**src/rtl/matrix_key_scanner.sv**
```systemverilog
// rtl/matrix_key_scanner.sv - 4x4 active-low key matrix scanner with one shared debounce counter
// A candidate key holds its row while debouncing, so the counter only ever tracks one key.
module matrix_key_scanner #(
  parameter int F_CLK          = 50000000,
  parameter int F_SCAN         = 1000,
  parameter int DEBOUNCE_TICKS = 20
) (
  input  logic       clk,
  input  logic       rst_n,
  input  logic [3:0] col,
  output logic [3:0] row,
  output logic [3:0] key_code,
  output logic       key_valid,
  output logic       key_down
);

  localparam int P  = F_CLK / F_SCAN;
  localparam int TW = (P > 1) ? $clog2(P) : 1;
  localparam int CW = (DEBOUNCE_TICKS > 1) ? $clog2(DEBOUNCE_TICKS + 1) : 1;
  localparam logic [TW-1:0] TICK_LAST = TW'(P - 1);
  localparam logic [CW-1:0] CNT_MAX   = CW'(DEBOUNCE_TICKS);
  localparam logic [CW-1:0] CNT_ONE   = CW'(1);

  typedef enum logic [1:0] {SCAN, DEBOUNCE, PRESSED, RELEASE} state_t;

  state_t        state, state_n;
  logic [3:0]    col_m, col_s;
  logic [TW-1:0] tick_cnt;
  logic          tick;
  logic [1:0]    ri, ri_n;
  logic [CW-1:0] cnt, cnt_n, cnt_inc;
  logic [3:0]    col_p, col_p_n;
  logic [1:0]    col_idx, col_idx_n;
  logic [3:0]    key_code_n;
  logic          key_valid_n, key_down_n;
  logic          one_low;
  logic [1:0]    low_idx;

  assign tick    = (tick_cnt == TICK_LAST);
  assign cnt_inc = (cnt == CNT_MAX) ? cnt : cnt + CNT_ONE;

  always_comb begin
    row = ~(4'b0001 << ri);
  end

  // Exactly one column low identifies a single candidate key; anything else is ignored.
  always_comb begin
    one_low = 1'b1;
    low_idx = 2'd0;
    case (col_s)
      4'b1110: low_idx = 2'd0;
      4'b1101: low_idx = 2'd1;
      4'b1011: low_idx = 2'd2;
      4'b0111: low_idx = 2'd3;
      default: one_low = 1'b0;
    endcase
  end

  always_comb begin
    state_n     = state;
    ri_n        = ri;
    cnt_n       = cnt;
    col_p_n     = col_p;
    col_idx_n   = col_idx;
    key_code_n  = key_code;
    key_valid_n = 1'b0;
    key_down_n  = key_down;
    if (tick) begin
      case (state)
        SCAN: begin
          if (one_low) begin
            col_p_n   = col_s;
            col_idx_n = low_idx;
            cnt_n     = CNT_ONE;
            if (DEBOUNCE_TICKS == 1) begin
              state_n     = PRESSED;
              key_code_n  = {ri, low_idx};
              key_valid_n = 1'b1;
              key_down_n  = 1'b1;
            end else begin
              state_n = DEBOUNCE;
            end
          end else begin
            ri_n = ri + 2'd1;
          end
        end
        DEBOUNCE: begin
          if (col_s == col_p) begin
            cnt_n = cnt_inc;
            if (cnt_inc == CNT_MAX) begin
              state_n     = PRESSED;
              key_code_n  = {ri, col_idx};
              key_valid_n = 1'b1;
              key_down_n  = 1'b1;
            end
          end else begin
            state_n = SCAN;
            ri_n    = ri + 2'd1;
          end
        end
        PRESSED: begin
          if (col_s == 4'b1111) begin
            cnt_n = CNT_ONE;
            if (DEBOUNCE_TICKS == 1) begin
              state_n    = SCAN;
              key_down_n = 1'b0;
              ri_n       = ri + 2'd1;
            end else begin
              state_n = RELEASE;
            end
          end
        end
        RELEASE: begin
          if (col_s == 4'b1111) begin
            cnt_n = cnt_inc;
            if (cnt_inc == CNT_MAX) begin
              state_n    = SCAN;
              key_down_n = 1'b0;
              ri_n       = ri + 2'd1;
            end
          end else begin
            state_n = PRESSED;
          end
        end
        default: state_n = SCAN;
      endcase
    end
  end

  always_ff @(posedge clk) begin
    if (!rst_n) begin
      col_m     <= 4'b1111;
      col_s     <= 4'b1111;
      tick_cnt  <= '0;
      state     <= SCAN;
      ri        <= 2'd0;
      cnt       <= '0;
      col_p     <= 4'b1111;
      col_idx   <= 2'd0;
      key_code  <= 4'd0;
      key_valid <= 1'b0;
      key_down  <= 1'b0;
    end else begin
      col_m     <= col;
      col_s     <= col_m;
      tick_cnt  <= tick ? '0 : tick_cnt + 1'b1;
      state     <= state_n;
      ri        <= ri_n;
      cnt       <= cnt_n;
      col_p     <= col_p_n;
      col_idx   <= col_idx_n;
      key_code  <= key_code_n;
      key_valid <= key_valid_n;
      key_down  <= key_down_n;
    end
  end

endmodule

```
**config.mk**
```make
export PLATFORM = sky130hd
export DESIGN_NAME = matrix_key_scanner
export DESIGN_NICKNAME = d
export VERILOG_FILES = /design/src/rtl/matrix_key_scanner.sv
export SDC_FILE = /design/constraint.sdc
export NUM_CORES = 1
export LEC_CHECK = 0
export BUFFER_PORTS_ARGS = -buffer_cell sky130_fd_sc_hd__buf_4
export CAP_MARGIN = 25
export CORE_UTILIZATION = 55
export CTS_CLUSTER_SIZE = 10
export DETAILED_ROUTE_END_ITERATION = 16
export PLACE_DENSITY = 0.74
export SLEW_MARGIN = 20
export SYNTH_ARGS = -nofsm -noshare
export SYNTH_HDL_FRONTEND = slang
export SYNTH_SLANG_ARGS = --single-unit
```
**constraint.sdc**
```tcl
create_clock -name clk -period 3.62 [get_ports clk]
set_input_delay 0.181 -clock clk [delete_from_list [all_inputs] [get_ports clk]]
set_output_delay 0.181 -clock clk [all_outputs]
set_load 0.05 [all_outputs]
```
==> results of run 1 <==
[final cells by class]
class	count	area, um2	share of cell area, %
timing repair buffer	15	112.6	4.498
sequential	45	900.9	35.98
inverter	17	63.81	2.549
tap	50	62.56	2.499
multi-input combinational	181	1281	51.17
clock buffer	6	72.57	2.899
clock inverter	2	10.01	0.3998
[cells by family (layout without fill, tap and decap cells)]
kind of cell	count (synthesis)	in the layout	synth area share (%)
multiplexers	14	14	6.047
buffers and inverters	28	40	5.832
flip-flops	45	45	38.88
XOR/XNOR	21	21	7.937
adder cells (fa/ha/maj)	12	12	6.479
AND/OR/NAND/NOR	106	106	25.11
AO/OA/AOI/OAI	28	28	9.720
[stage by stage]
step	utilization (%)	hold WS, ps	worst slack [ps]	cells	instance area (um2)
floorplan	-	282.5	1529	254	2317
global route	62.14	57.43	1115	316	2504
CTS	62.14	58.53	1291	316	2504
global placement	60.09	366.7	1332	308	2421
finish	62.14	66.64	1276	316	2504
detailed placement	60.09	368.1	1319	308	2421
[layer usage]
layer | vias up | GRT usage, %
met2 | 17 | 33.08
li1 | 883 | -
met1 | 775 | 27.23
met4 | 0 | 6.383
met3 | 5 | 4.110
met5 | - | 0
[power groups by stage]
| stage | clock (W) | combinational [W] | sequential [W] |
|---|---|---|---|
| after CTS | 0.000303 | 0.0000350 | 0.000508 |
| after global placement | 0 | 0.0000340 | 0.000520 |
| after floorplan | 0 | 0.0000307 | 0.000516 |
| final | 0.000294 | 0.0000345 | 0.000509 |
| after detailed placement | 0 | 0.0000347 | 0.000520 |
| after global routing | 0.000320 | 0.0000391 | 0.000510 |
[worst min path at each step]
stage               slack, ps  depth (start not counted)       end
floorplan                 280                          1  col_m[0]
global placement          370                          2  col_m[2]
detailed placement        370                          2  col_m[2]
CTS                        60                          2  col_m[2]
global route               60                          2  col_m[3]
finish                     70                          2  col_m[3]
[cells in the mapped netlist (2+ instances only)]
| cell type | count | area, um2 |
|---|---|---|
| xor2_1 | 5 | 43.79 |
| nor4_1 | 2 | 12.51 |
| nor3_1 | 2 | 10.01 |
| ha_1 | 12 | 150.1 |
| and4bb_2 | 2 | 25.02 |
| a21oi_1 | 6 | 30.03 |
| nand4_1 | 5 | 31.28 |
| nand4b_1 | 3 | 26.28 |
| and3_1 | 4 | 25.02 |
| o21ai_0 | 4 | 20.02 |
| nor2_1 | 21 | 78.83 |
| nand3_1 | 8 | 40.04 |
| nand2_1 | 35 | 131.4 |
| or2_2 | 3 | 18.77 |
| dfxtp_1 | 45 | 900.9 |
| inv_1 | 17 | 63.81 |
| xnor2_1 | 16 | 140.1 |
| o32ai_1 | 3 | 26.28 |
| clkbuf_1 | 5 | 18.77 |
| a211oi_1 | 2 | 15.01 |
| buf_4 | 4 | 30.03 |
| buf_6 | 2 | 22.52 |
| nand2b_1 | 9 | 56.30 |
| or3_1 | 2 | 12.51 |
| mux2i_1 | 14 | 140.1 |
[worst register-to-register path, cell delays in order, from the launching register on]
cell and delay [ps]:
dfxtp_1 470, inv_1 120, ha_1 270, a21o_1 200, a211oi_1 350, o21ai_2 130
a2111oi_2 510, mux2i_1 220
[state kept, by name, indices dropped and copies added (netlist names)]
name and count:
tick_cnt 16, cnt 5, col_m 4, col_p 4, col_s 4, key_code 4, col_idx 2, ri 2
state 2, key_down 1, key_valid 1
[cells in the final DEF, fill, tap and decap left out, types with 2 or more instances in the layout]
| cell type | netlist | routed |
|---|---|---|
| and3_1 | 4 | 4 |
| nor3_1 | 2 | 2 |
| mux2i_1 | 14 | 14 |
| a211oi_1 | 2 | 2 |
| a21oi_1 | 6 | 6 |
| xnor2_1 | 16 | 16 |
| dfxtp_1 | 45 | 45 |
| buf_4 | 4 | 15 |
| o21ai_0 | 4 | 4 |
| or3_1 | 2 | 2 |
| or2_2 | 3 | 3 |
| and4bb_2 | 2 | 2 |
| xor2_1 | 5 | 5 |
| o32ai_1 | 3 | 3 |
| nor2_1 | 21 | 21 |
| nand3_1 | 8 | 8 |
| clkbuf_8 | 0 | 5 |
| clkinv_2 | 0 | 2 |
| inv_1 | 17 | 17 |
| ha_1 | 12 | 12 |
| nor4_1 | 2 | 2 |
| nand4_1 | 5 | 5 |
| nand2_1 | 35 | 35 |
| nand4b_1 | 3 | 3 |
| nand2b_1 | 9 | 9 |
==> qor.txt, run 1 <==
Met2 routed WL: 1837 um
I/O pin cnt: 16
Internal: 0.0006503 W
Slowest CP cell: a2111oi_2
Number of max-cap violations: 0
Total CTS buffers: 5
Min-Delay Path Class: in -> reg
Drt first pass iters: 4
Net Sw Frac: 22.35%
Total Routing Usage GR: 20.51%
Status: finished clean
Final setup fails: 0
Die Y-Extent: 66.91 um
Startpoint Class: flop
Leakage power: 0.9693 nW
Synth Net Count: 272
Hold Startpoint: col[3]
Grt ovf: 0
Fill cells: 364
Clk Latency, worst-skew pair: 290 ps
ANT nets after route: 0
DR WL met3: 97 um
Core area: 4029 um2
Synth warnings: 0
Post-CTS setup buffer count: 0
NetSw: 0.0001871 W
Die area: 4477 um2
Post-synthesis register bit count: 45
Peak supply drop: 0.0002284 V
Stages on worst setup path: 7
Clk slew on worst S/H paths: 80 ps
PortBufs: 15
Initial DRC count: 126
CTS Sinks: 45
Post-layout power: 0.0008374 W
Critical Path Sink: ri[0]
Nets: 283
CP Launch Point: cnt[0]
Worst setup path class: reg -> reg
Worst r2r dst: ri[0]
Pin slew with the least headroom to its limit: 624.2 ps
Initial antenna violation count: 0
R2R cell count: 7
Mean Syn Cell Area: 9.123 um2
Reg2Reg Setup Slack: 1280 ps
Wire per inst: 12.44 um
Post-CTS sizing: 0
Ant diodes: 0
Reg-to-Reg Start: cnt[0]
H-tree depth: 2
# rows: 23
Register area share after synthesis: 38.88%
Mapped cell area: 2317 um2
Worst Skew: 5.804 ps
Sequential Power Share: 60.7%
Maximum clock frequency: 426.6 MHz
Final GP Congestion: 0.8287
TritonCTS clock tree: built
Layout area overhead: 8.045%
Final Hold Viols: 0
CTS root buffer: clkbuf_8
Cells along the critical path: inv_1 > ha_1 > a21o_1 > a211oi_1 > o21ai_2 > a2111oi_2 > mux2i_1
Comb power frac: 4.1%
Power per Cell Area: 334.5 nW/um2
Highest metal used: met4
Post-Synthesis Cells: 254
# DRC: 0
Delay-heaviest family, CP: compound AO/OA/AOI/OAI gates
Data arrival time of the worst path: 2570 ps
Slew margin rel.: 58.39%
Clock period minus worst slack: 2344 ps
Nature of the critical path endpoint: flop
Share of layout cells above drive strength 1: 13.91%
Critical Path RT: 3840 ps
RSZ-0062 raised after global routing: false
Final wirelength: 3931 um
Count of cell types in the netlist: 48
Avg Vias per Cell: 5.316
First-pass GRT wire length: 6941 um
CP peak stage delay: 510 ps
Pins Over Slew Limit: 0
Largest net degree at the start of global routing: 37
Tcrit/Tclk final: 64.76%
Vias in the first global route: 1564
Vias: 1680
Post-DP HPWL: 2827 um
Starting density of the core: 57.52%
M1 WL: 1941 um
Setup_tns: 0 ps
Ys async rst share: 0%
CTS max path bufs: 2
Ys flop type: dfxtp_1
Clock network power share: 35.2%
Hold_buf cts: 0
Post-synth EDFFs: 0
Die width: 66.91 um
Crit path buffers/inverters: 1
Critical Path Fanout Max: 8
Power figures use the tool's default switching activity.
==> run 2: changes to the inputs <==
- clock period: 3.62 -> 2.2 ns (I/O delays scaled with it)
==> qor.txt, run 2 (same netlist as run 1, synthesis figures left out) <==
Total CTS buffers: 5 (unchanged)
Vias in the first global route: 1559 (-0.32%)
Commonest cells after routing, fill and taps aside: dfxtp_1, nand2_1, buf_4
Total Routing Usage GR: 20.75% (+0.24 points)
Starting density of the core: 57.52% (unchanged)
Layout area overhead: 13.12%
Largest net degree at the start of global routing: 37 (unchanged)
Nets: 294 (+3.9%)
Tcrit/Tclk final: 93.13% (+28 points)
Initial DRC count: 72 (-43%)
Post-CTS setup buffer count: 0 (unchanged)
Core area: 4029 um2 (unchanged)
Slew margin rel.: 61.71% (+3.3 points)
Critical Path RT: 2430 ps (-1410 ps)
Leakage power: 1.017 nW (+4.9%)
Status: finished clean
RSZ-0062 raised after global routing: false
CTS max path bufs: 2 (unchanged)
CTS Sinks: 45 (unchanged)
Drt first pass iters: 4 (unchanged)
Clk slew on worst S/H paths: 80 ps (about the same)
Ant diodes: 0 (unchanged)
Final setup fails: 0 (unchanged)
Avg Vias per Cell: 5.294 (-0.43%)
Power per Cell Area: 528.9 nW/um2 (+58%)
PortBufs: 15 (unchanged)
Most common cell after layout, fill and taps aside: dfxtp_1
Die Y-Extent: 66.91 um (unchanged)
Share of layout cells above drive strength 1: 16.61% (+2.7 points)
Final wirelength: 4044 um (+2.9%)
Peak supply drop: 0.0003480 V (+52%)
Die width: 66.91 um (unchanged)
Vias: 1731 (+3.0%)
Setup WS pre-CTS: -20.67 ps (-1340 ps)
CP peak stage delay: 420 ps (-90 ps)
Worst setup margin: 151.2 ps (-1124 ps)
Critical Path Fanout Max: 5 (-3)
Nature of the critical path endpoint: flop
# rows: 23 (unchanged)
Biggest register: tick_cnt
Startpoint Class: flop
Worst Skew: 5.018 ps (-0.7859 ps)
Final Hold Viols: 0 (unchanged)
Min-Delay Path Class: in -> reg
Maximum clock frequency: 488.1 MHz (+14%)
Clk Latency, worst-skew pair: 290 ps (about the same)
First-pass GRT wire length: 6858 um (-1.2%)
CTS root buffer: clkbuf_8
I/O pin cnt: 16 (unchanged)
Initial antenna violation count: 0 (unchanged)
Die area: 4477 um2 (unchanged)
TritonCTS clock tree: built
# DRC: 0 (unchanged)
Pins Over Slew Limit: 0 (unchanged)
Data arrival time of the worst path: 2280 ps (-290 ps)
H-tree depth: 2 (unchanged)
Post-layout power: 0.001386 W (+66%)
Clock period minus worst slack: 2049 ps (-295.5 ps)
Post-DP HPWL: 2889 um (+2.2%)
Max FFs per register: 16 (unchanged)
Worst setup path class: reg -> reg
Pin slew with the least headroom to its limit: 569.1 ps (-55.08 ps)
Largest regs: tick_cnt (16), cnt (5)
Slowest CP cell: or4bb_1
Grt ovf: 0 (unchanged)
Number of max-cap violations: 0 (unchanged)
Setup_tns: 0 ps (unchanged)
Final GP Congestion: 0.8533 (+3.0%)
ANT nets after route: 0 (unchanged)
Cells along the critical path: inv_1 > ha_2 > or4bb_1 > a21boi_2 > o21ai_2 > a2111oi_4 > mux2i_1
Wire per inst: 12.37 um (-0.59%)
Fill cells: 349 (-4.1%)
[run 2: final cells by class]
type	instances	area (um2)	share of cell area [%]
multi-input combinational	181	1305	49.79
tap	50	62.56	2.387
sequential	45	900.9	34.37
timing repair buffer	26	205.2	7.828
clock buffer	7	76.32	2.912
inverter	17	63.81	2.434
clock inverter	1	7.507	0.2864
[run 2: worst paths after layout]
path	cells past startpoint	slack [ps]	endpoint	from
max	7	150	ri[0]	cnt[1]
min	2	160	col_p[2]	rst_n
max reg2reg	7	150	ri[0]	cnt[1]
min reg2reg	1	410	col_s[1]	col_m[1]
[run 2: critical path: cells and delay by family, from the launching register on]
family | cells | cell delay (ps)
adder cells (fa/ha/maj) | 1 | 220
multiplexers | 1 | 230
flip-flops | 1 | 350
AND/OR/NAND/NOR | 1 | 420
buffers and inverters | 1 | 90
AO/OA/AOI/OAI | 3 | 680
[run 2: report_power, final]
| group | switching, W | internal [W] |
|---|---|---|
| sequential | 0.0000116 | 0.000825 |
| clock | 0.000262 | 0.000225 |
| combinational | 0.0000339 | 0.0000289 |
| total | 0.000308 | 0.00108 |
[run 2: repair_timing]
| action | 4_1_cts | 5_1_grt |
|---|---|---|
| resized for setup | 1 | 3 |
| pin swaps | 0 | 1 |
| hold endpoints to repair | 4 | 0 |
| hold buffers | 4 | 0 |
| setup endpoints to repair | 2 | 3 |
[run 2: metal layers]
| layer | share of wire [%] | wire length [um] | vias up | GRT usage (%) |
|---|---|---|---|---|
| met4 | 1.9 | 78 | 0 | 7.979 |
| met2 | 47 | 1900 | 19 | 33.33 |
| met3 | 2.3 | 95 | 9 | 5.822 |
| met1 | 49 | 1969 | 802 | 26.01 |
| li1 | - | - | 901 | - |
| met5 | 0 | 0 | - | 0 |
[run 2: per-stage QoR]
| stage | cells | hold slack (ps) | util (%) | area [um2] |
|---|---|---|---|---|
| after floorplan | 254 | 211.5 | - | 2317 |
| after detailed placement | 315 | 296.3 | 61.40 | 2474 |
| after global placement | 315 | 295.3 | 61.40 | 2474 |
| after CTS | 327 | 152.8 | 64.78 | 2610 |
| final | 327 | 161.1 | 65.06 | 2621 |
| after global routing | 327 | 157.8 | 65.06 | 2621 |
